$ cat src/rtl/alu_seq_pkg.sv
// alu_seq_pkg: opcode and FSM state types shared by the alu_seq block.
package alu_seq_pkg;

    localparam int OP_W = 3;

    typedef enum logic [OP_W-1:0] {
        ALU_ADD,
        ALU_SUB,
        ALU_SHR,
        ALU_SHL,
        ALU_AND,
        ALU_OR,
        ALU_XOR,
        ALU_MUL
    } alu_op_e;

    typedef enum logic [0:0] {
        S_IDLE,
        S_MUL_RUN
    } alu_state_e;

endpackage

$ cat src/rtl/alu_seq_mul.sv
// alu_seq_mul: iterative shift-add multiplier, one multiplier bit per cycle.
// done is combinational on the final iteration so the caller can register product on that edge.
module alu_seq_mul #(
    parameter int WIDTH = 8,
    parameter int CNT_W = $clog2(WIDTH + 1)
) (
    input  logic               clk,
    input  logic               reset,
    input  logic               start,
    input  logic [WIDTH-1:0]   a,
    input  logic [WIDTH-1:0]   b,
    output logic               busy,
    output logic               done,
    output logic [2*WIDTH-1:0] product
);

    logic [WIDTH-1:0] acc_q, acc_d, mplr_q, mplr_d, mcand_q, mcand_d;
    logic [CNT_W-1:0] cnt_q, cnt_d;
    logic             busy_q, busy_d;
    logic [WIDTH:0]   step;

    always_comb begin
        step    = {1'b0, acc_q} + (mplr_q[0] ? {1'b0, mcand_q} : '0);
        done    = busy_q && cnt_q == CNT_W'(WIDTH - 1);
        product = {step[WIDTH:1], step[0], mplr_q[WIDTH-1:1]};
        acc_d   = start ? '0 : busy_q ? step[WIDTH:1] : acc_q;
        mplr_d  = start ? b : busy_q ? {step[0], mplr_q[WIDTH-1:1]} : mplr_q;
        mcand_d = start ? a : mcand_q;
        cnt_d   = start ? '0 : busy_q ? cnt_q + CNT_W'(1) : cnt_q;
        busy_d  = start | (busy_q & ~done);
    end

    always_ff @(posedge clk) begin
        if (reset) begin
            acc_q   <= '0;
            mplr_q  <= '0;
            mcand_q <= '0;
            cnt_q   <= '0;
            busy_q  <= 1'b0;
        end else begin
            acc_q   <= acc_d;
            mplr_q  <= mplr_d;
            mcand_q <= mcand_d;
            cnt_q   <= cnt_d;
            busy_q  <= busy_d;
        end
    end

    assign busy = busy_q;

endmodule

$ cat src/rtl/alu_seq.sv
// alu_seq: WIDTH-bit ALU with registered result, valid/ready handshake and carry/shift/zero/neg flags.
// Define ALU_SEQ_MUL_EN to build the multi-cycle multiplier for op 7; otherwise op 7 is a one-cycle NOP.
module alu_seq
    import alu_seq_pkg::*;
#(
    parameter int WIDTH = 8,
    parameter int CNT_W = $clog2(WIDTH + 1)
) (
    input  logic             clk,
    input  logic             reset,
    input  logic             op_valid,
    output logic             op_ready,
    input  logic [2:0]       op,
    input  logic             do_carry_in,
    input  logic             do_shift_in,
    input  logic [WIDTH-1:0] a,
    input  logic [WIDTH-1:0] b,
    output logic [WIDTH-1:0] result,
    output logic [WIDTH-1:0] result_hi,
    output logic             result_valid,
    output logic             flag_carry,
    output logic             flag_shift,
    output logic             flag_zero,
    output logic             flag_neg,
    output logic             a_is_zero
);

    logic [WIDTH-1:0]   result_q, result_d, result_hi_q, result_hi_d;
    logic               valid_q, valid_d, carry_q, carry_d, shift_q, shift_d;
    logic               zero_q, zero_d, neg_q, neg_d;
    logic               sub, cin, fill, accept, upd, mul_done;
    logic [WIDTH:0]     sum;
    logic [2*WIDTH-1:0] mul_prod;

`ifdef ALU_SEQ_MUL_EN
    alu_state_e state_q, state_d;
    logic       mul_busy;

    assign op_ready = state_q == S_IDLE && !mul_busy;

    alu_seq_mul #(
        .WIDTH(WIDTH),
        .CNT_W(CNT_W)
    ) u_mul (
        .clk    (clk),
        .reset  (reset),
        .start  (accept && op == ALU_MUL),
        .a      (a),
        .b      (b),
        .busy   (mul_busy),
        .done   (mul_done),
        .product(mul_prod)
    );
`else
    assign op_ready = 1'b1;
    assign mul_done = 1'b0;
    assign mul_prod = '0;
`endif

    always_comb begin
        accept      = op_valid & op_ready;
        sub         = op == ALU_SUB;
        cin         = sub ^ (do_carry_in & carry_q);
        sum         = {1'b0, a} + {1'b0, b ^ {WIDTH{sub}}} + {{WIDTH{1'b0}}, cin};
        fill        = do_shift_in & shift_q;
        result_d    = result_q;
        result_hi_d = result_hi_q;
        carry_d     = carry_q;
        shift_d     = shift_q;
        valid_d     = 1'b0;
        upd         = 1'b0;
`ifdef ALU_SEQ_MUL_EN
        state_d     = state_q;
`endif
        if (mul_done) begin
            result_d    = mul_prod[WIDTH-1:0];
            result_hi_d = mul_prod[2*WIDTH-1:WIDTH];
            carry_d     = |mul_prod[2*WIDTH-1:WIDTH];
            valid_d     = 1'b1;
            upd         = 1'b1;
`ifdef ALU_SEQ_MUL_EN
            state_d     = S_IDLE;
`endif
        end else if (accept) begin
            valid_d     = 1'b1;
            upd         = 1'b1;
            result_hi_d = '0;
            case (op)
                ALU_ADD, ALU_SUB: begin
                    result_d = sum[WIDTH-1:0];
                    carry_d  = sum[WIDTH];
                end
                ALU_SHR: begin
                    result_d = {fill, a[WIDTH-1:1]};
                    shift_d  = a[0];
                end
                ALU_SHL: begin
                    result_d = {a[WIDTH-2:0], fill};
                    shift_d  = a[WIDTH-1];
                end
                ALU_AND: result_d = a & b;
                ALU_OR:  result_d = a | b;
                ALU_XOR: result_d = a ^ b;
                default: begin
                    // op 7: either launches the multiplier or completes as a flag-preserving NOP
                    result_hi_d = result_hi_q;
                    upd         = 1'b0;
`ifdef ALU_SEQ_MUL_EN
                    valid_d     = 1'b0;
                    state_d     = S_MUL_RUN;
`endif
                end
            endcase
        end
        zero_d = upd ? result_d == '0 : zero_q;
        neg_d  = upd ? result_d[WIDTH-1] : neg_q;
    end

    always_ff @(posedge clk) begin
        if (reset) begin
            result_q    <= '0;
            result_hi_q <= '0;
            valid_q     <= 1'b0;
            carry_q     <= 1'b0;
            shift_q     <= 1'b0;
            zero_q      <= 1'b0;
            neg_q       <= 1'b0;
`ifdef ALU_SEQ_MUL_EN
            state_q     <= S_IDLE;
`endif
        end else begin
            result_q    <= result_d;
            result_hi_q <= result_hi_d;
            valid_q     <= valid_d;
            carry_q     <= carry_d;
            shift_q     <= shift_d;
            zero_q      <= zero_d;
            neg_q       <= neg_d;
`ifdef ALU_SEQ_MUL_EN
            state_q     <= state_d;
`endif
        end
    end

    assign result       = result_q;
    assign result_hi    = result_hi_q;
    assign result_valid = valid_q;
    assign flag_carry   = carry_q;
    assign flag_shift   = shift_q;
    assign flag_zero    = zero_q;
    assign flag_neg     = neg_q;
    assign a_is_zero    = a == '0;

endmodule

$ cat config.mk
export PLATFORM = sky130hd
export DESIGN_NAME = alu_seq
export DESIGN_NICKNAME = d
export VERILOG_FILES = /design/src/rtl/alu_seq_pkg.sv /design/src/rtl/alu_seq_mul.sv /design/src/rtl/alu_seq.sv
export SDC_FILE = /design/constraint.sdc
export NUM_CORES = 1
export LEC_CHECK = 0
export CAP_MARGIN = 20
export CELL_PAD_IN_SITES_DETAIL_PLACEMENT = 1
export CELL_PAD_IN_SITES_GLOBAL_PLACEMENT = 1
export CORE_ASPECT_RATIO = 0.75
export CORE_MARGIN = 2
export CORE_UTILIZATION = 46
export DETAILED_ROUTE_END_ITERATION = 8
export DONT_BUFFER_PORTS = 1
export PLACE_DENSITY_LB_ADDON = 0.1
export SLEW_MARGIN = 15
export SYNTH_ARGS = -nofsm -noshare
export SYNTH_HDL_FRONTEND = slang
export SYNTH_SLANG_ARGS = --single-unit
$ cat constraint.sdc
create_clock -name clk -period 4.55 [get_ports clk]
set_input_delay 1.1375 -clock clk [delete_from_list [all_inputs] [get_ports clk]]
set_output_delay 1.1375 -clock clk [all_outputs]
set_load 0.05 [all_outputs]
==> results.yml, run 1 <==
run_status:
  outcome: "finished, final reports clean"
floorplan:
  dieWidth_um: 78.1
  chipHeight_um: 59.6
  rows: 20
  io_pins: 47
  core_um2: 4000
  initial_utilization_pct: 47.3
  dieArea_um2: 4650
synthesis:
  synth-seq-area-share_pct: 13.7
  yosysWarnings: 0
  synth_cells: 249
  synth-edff-count: 0
  yosys-top-cells-area: "ha_1 15%, dfxtp_1 14%, inv_1 5.8%, nor2_1 4.4%, mux2i_1 4.2%"
  synth_top_area_share_pct: 15.2
  mappedNetlistArea_um2: 1890
  synth-async-reset-ratio_pct: 0
  syn_area_per_cell_um2: 7.60
  synth_top_cell_by_area: "ha_1"
  synth_seq_cells: 13
  ys.flop_type: "dfxtp_1"
  yosysUniqueCellTypes: 54
clock_network:
  cts_sinks: 13
  post_cts_resized: 0
  cts_tree: "built"
  cts_root_buffer: "clkbuf_8"
  cts_buffers: 3
  cts_buffer_depth: 2
  htree_levels: 1
  cts_setup_buffers: 0
  cts_hold_buf: 0
  clk_pin_slew_ps: 60
  clk_latency_ps: 250
detailed_routing:
  drtIter0Drc: 107
  vias_per_cell: 6.02
  vias: 1758
  routed_wl_um: 5490
  firstDrtPassIters: 4
  drc: 0
  ant_nets: 0
  wl_per_cell_um: 18.8
worst_hold_path:
  hp-class: "reg2reg"
job:
  maxCapViolCount: 0
cells_and_area:
  antenna_cells: 0
  layout-drive-gt1-share_pct: 2.95
  num-nets-final: 287
  fillerInstances: 523
  syn_to_final_growth_pct: -0.661
setup_path:
  worst_ep_required_time_ps: 4750
  worstPathMaxFanout: 35
  crit_type: "in2reg"
  cpPeakStageDelay_ps: 400
  start_kind: "primary input"
  crit_path_frequent_cell: "fa_1"
  cp_slowest_cell: "and2_1"
  crit_arrival_ps: 3950
  crit_path_end_kind: "flop"
  path_cells: "nor2_1 > and2_1 > xnor2_1 > fa_1 > inv_1 > fa_1 > nand2b_1 > a211oi_1 > or4_1 > nand4_1 > nor4_1 > a31o_1"
place:
  pre_cts_ws_ps: 556
  numPortBuffers: 0
  globalplace.congestion: 0.910
  hpwl_um: 4400
global_route:
  grt_max_degree: 36
  grt_overflow: 0
  grtUsageTotal_pct: 24.2
  grt_antenna_before_repair: 0
  grt_pass1_vias: 1742
  grt_pass1_wl_um: 8690
sta:
  worst_slack_ps: 803
  worstMarginPinSlew_ps: 886
  relSlewSlack_pct: 40.7
  fin_crit_sh_pct: 82.4
  finClkSkew_ps: 7.45
  setup-tns-final_ps: 0
  period_needed_ps: 3750
  fmax_mhz: 267
  rsz0062_at_grt: "no"
  finalHoldViolations: 0
  setup_viol: 0
  maxSlewViolCount: 0
pwr:
  p_leak_nw: 0.832
  max-vdd-ir-drop_uv: 131
  p_per_area_nw_per_um2: 232
## critical path: cells and delay by family
kind / cells / cell delay [ps]
buf+inv: 1 / 70
simple gates: 6 / 1290
compound gates: 2 / 560
fa+ha+maj: 2 / 660
xor+xnor: 1 / 200
## power by group
part,leakage (nW),switching [mW],internal [mW]
registers,0.107,0.0356,0.123
clock network,0.0228,0.0447,0.0621
logic,0.702,0.104,0.0670
total,0.832,0.184,0.252
## kinds of logic after synthesis
kind of cell / Yosys count / synth area share, %
fa+ha+maj: 25 / 17.3
simple gates: 79 / 22.7
compound gates: 59 / 22.7
flops: 13 / 13.7
other cells: 2 / 0.397
buf+inv: 53 / 14.2
xor+xnor: 10 / 4.63
mux: 8 / 4.23
## final timing paths
path,from,endpoint,slack (ps),cells past startpoint
hold reg to reg,result[0],result[0],740,2
setup reg to reg,flag_carry,flag_zero,1370,11
setup / recovery,op[2],flag_zero,800,12
hold / removal,result[0],result[0],740,2
## metal layers
metal | GRT usage (%) | up-vias | wire length [um]
met2 | 41.5 | 60 | 2510
met4 | 4.76 | 0 | 93
li1 | - | 841 | -
met3 | 4.27 | 9 | 336
met5 | 0 | - | 0
met1 | 32.6 | 848 | 2550
## cell type report
| type | count | area [um2] | area share (%) |
|---|---|---|---|
| multi-input combinational | 190 | 1390 | 73.9 |
| sequential | 13 | 260 | 13.8 |
| inverter | 29 | 109 | 5.79 |
| tap | 55 | 68.8 | 3.66 |
| clock buffer | 4 | 45.0 | 2.40 |
| timing repair buffer | 1 | 7.51 | 0.399 |
## stage by stage
stage	util, %	power (mW)	hold slack (ps)	cell area [um2]	std cells
2_1_floorplan	-	0.314	702	1920	256
3_3_place_gp	45.8	0.324	725	1840	288
3_5_place_dp	45.8	0.330	736	1840	288
4_1_cts	47.0	0.439	745	1880	292
5_1_grt	47.0	0.462	766	1880	292
6_report	47.0	0.436	742	1880	292
## placed cells by master (no fill, tap or decap), drive strengths merged, types with 3 or more instances in the layout
cell type  Yosys  final
a21oi          9      9
nor2          22     22
nor3b          5      5
a211oi         4      4
inv           29     29
mux2i          8      8
and2           3      3
o21a           4      4
nand4          4      4
nand2b         6      6
o2111ai        3      3
o21ai         13     13
dfxtp         13     13
clkbuf         1      4
nor4           4      4
o221ai         4      4
xnor2          9      9
nand2         11     11
nor3           5      5
nand3          3      3
ha            23     23
o211a          3      3
conb           2      9
or2            3      3
nor2b          4      4
nor4bb         3      3
## synth_stat cells, types with 2 or more instances
master,instances
buf_4,9
buf_2,11
and2_1,3
nand2b_1,6
dfxtp_1,13
inv_1,29
o21ai_0,10
nand2_1,11
o21ai_1,3
nor2b_1,4
nor3b_1,5
or2_1,2
a211o_1,2
nor2_1,22
o221ai_1,4
o311ai_0,2
nor4bb_1,3
conb_1,2
nor4_1,4
xnor2_1,9
o2111ai_1,3
o21a_1,4
ha_1,23
a21oi_1,9
or4_1,2
a31o_1,2
a311oi_1,2
a211oi_1,3
o211a_1,3
fa_1,2
nor3_1,5
nand3_1,3
nand4_1,4
buf_6,3
mux2i_1,8
## flip-flops by register name (all words and copies together) (netlist names)
| register | flops |
|---|---|
| flag_zero | 1 |
| result | 8 |
| flag_carry | 1 |
| flag_neg | 1 |
| result_valid | 1 |
| flag_shift | 1 |
(Power assumes the default switching activity.)
==> inputs of run 2 (changes only) <==
CORE_UTILIZATION = 42   (was 46)
clock period = 3.4 ns   (was 4.55 ns; I/O delays follow)
==> results.yml, run 2 (synthesis gave the netlist of run 1 again) <==
run_status:
  outcome: "finished, final reports clean"
cells_and_area:
  num-nets-final: 292
  antenna_cells: 0
  final_cell_mix: "29 x inv_1, 23 x ha_1, 22 x nor2_1"
  syn_to_final_growth_pct: 2.64
  final_cells: 299
  fillerInstances: 562
  final_common_cell: "inv_1"
  layout-drive-gt1-share_pct: 6.61
  largest_reg_flops: 8
clock_network:
  clk_latency_ps: 250
  cts_sinks: 13
  cts_buffers: 3
  cts_buffer_depth: 2
  clk_pin_slew_ps: 60
  cts_root_buffer: "clkbuf_8"
  cts_tree: "built"
  cts_setup_buffers: 0
  htree_levels: 1
  post_cts_resized: 0
  cts_hold_buf: 0
setup_path:
  worstPathMaxFanout: 35
  cpPeakStageDelay_ps: 390
  worst_ep_required_time_ps: 3600
  crit_path_end_kind: "flop"
  crit_arrival_ps: 3390
  cp_slowest_cell: "fa_1"
  path_cells: "nor2_1 > and2_1 > xnor2_2 > fa_2 > inv_1 > fa_1 > nand2b_1 > a211oi_2 > or4_1 > nand4_1 > nor4_1 > a31o_1"
  start_kind: "primary input"
  cp_top_family: "simple AND/OR/NAND/NOR gates"
  crit_type: "in2reg"
  critPathBufInv: 1
pwr:
  max-vdd-ir-drop_uv: 178
  power.total_uw: 589
  p_per_area_nw_per_um2: 303
  p_leak_nw: 0.871
global_route:
  grt_pass1_vias: 1731
  grt_antenna_before_repair: 0
  grtUsageTotal_pct: 23.2
  grt_max_degree: 36
  grt_overflow: 0
  grt_pass1_wl_um: 9030
floorplan:
  dieArea_um2: 5070
  core_um2: 4390
  chipHeight_um: 62.1
  rows: 21
  io_pins: 47
  initial_utilization_pct: 43.1
  dieWidth_um: 81.5
detailed_routing:
  ant_nets: 0
  routed_wl_um: 5550
  firstDrtPassIters: 4
  vias_per_cell: 5.76
  wl_per_cell_um: 18.6
  vias: 1721
  drtIter0Drc: 115
  drc: 0
sta:
  worst_slack_ps: 205
  worstMarginPinSlew_ps: 546
  setup_viol: 0
  relSlewSlack_pct: 63.6
  finalHoldViolations: 0
  period_needed_ps: 3200
  fin_crit_sh_pct: 94.0
  finClkSkew_ps: 3.54
  maxSlewViolCount: 0
  rsz0062_at_grt: "no"
  fmax_mhz: 313
place:
  hpwl_um: 4500
  numPortBuffers: 0
  pre_cts_ws_ps: -32.0
  globalplace.congestion: 0.897
  dp.cells: 295
worst_hold_path:
  hp-class: "in2reg"
job:
  maxCapViolCount: 0
run 2: worst paths after layout:
kind                                     end  slack, ps  startpoint  cells after the start
worst min register to register     result[3]        720   result[3]                      2
worst max register to register     flag_zero        820  flag_carry                     11
worst min-delay path            result_valid        670       reset                      1
worst max-delay path               flag_zero        200       op[2]                     12
run 2: layout make-up:
cell class	count	area (um2)	area share, %
Clock buffer	4	45.0	2.32
Multi-Input combinational cell	190	1410	72.7
Sequential cell	13	260	13.4
Inverter	29	109	5.60
Tap cell	57	71.3	3.67
Timing Repair Buffer	6	45.0	2.32
run 2: where the power goes:
group / switching [mW] / internal (mW) / leakage [nW]
sequential: 0.0451 / 0.164 / 0.107
clock: 0.0577 / 0.0830 / 0.0228
combinational: 0.144 / 0.0947 / 0.741
run 2: metal layers:
metal  global-route usage (%)  vias to the layer above  wire, um
met5                        0                        -         0
met1                     35.1                      823      2820
li1                         -                      852         -
met3                     3.49                        5       235
met4                     3.81                        0        36
met2                     35.0                       41      2460
run 2: through the flow:
step	utilization [%]	hold WS [ps]	setup TNS, ps	area [um2]
3_5_place_dp	43.3	718	-32.0	1900
3_3_place_gp	43.3	713	0	1900
6_report	44.3	667	0	1940
4_1_cts	44.3	663	0	1940
2_1_floorplan	-	702	0	1950
5_1_grt	44.3	653	0	1940
run 2: worst reg2reg max path, cell delays in order, from the launching register on:
cell	delay [ps]
dfxtp_1	350
nand2_1	90
xnor2_2	150
fa_2	250
inv_1	60
fa_1	390
nand2b_1	190
a211oi_2	320
or4_1	170
nand4_1	120
nor4_1	280
a31o_1	170
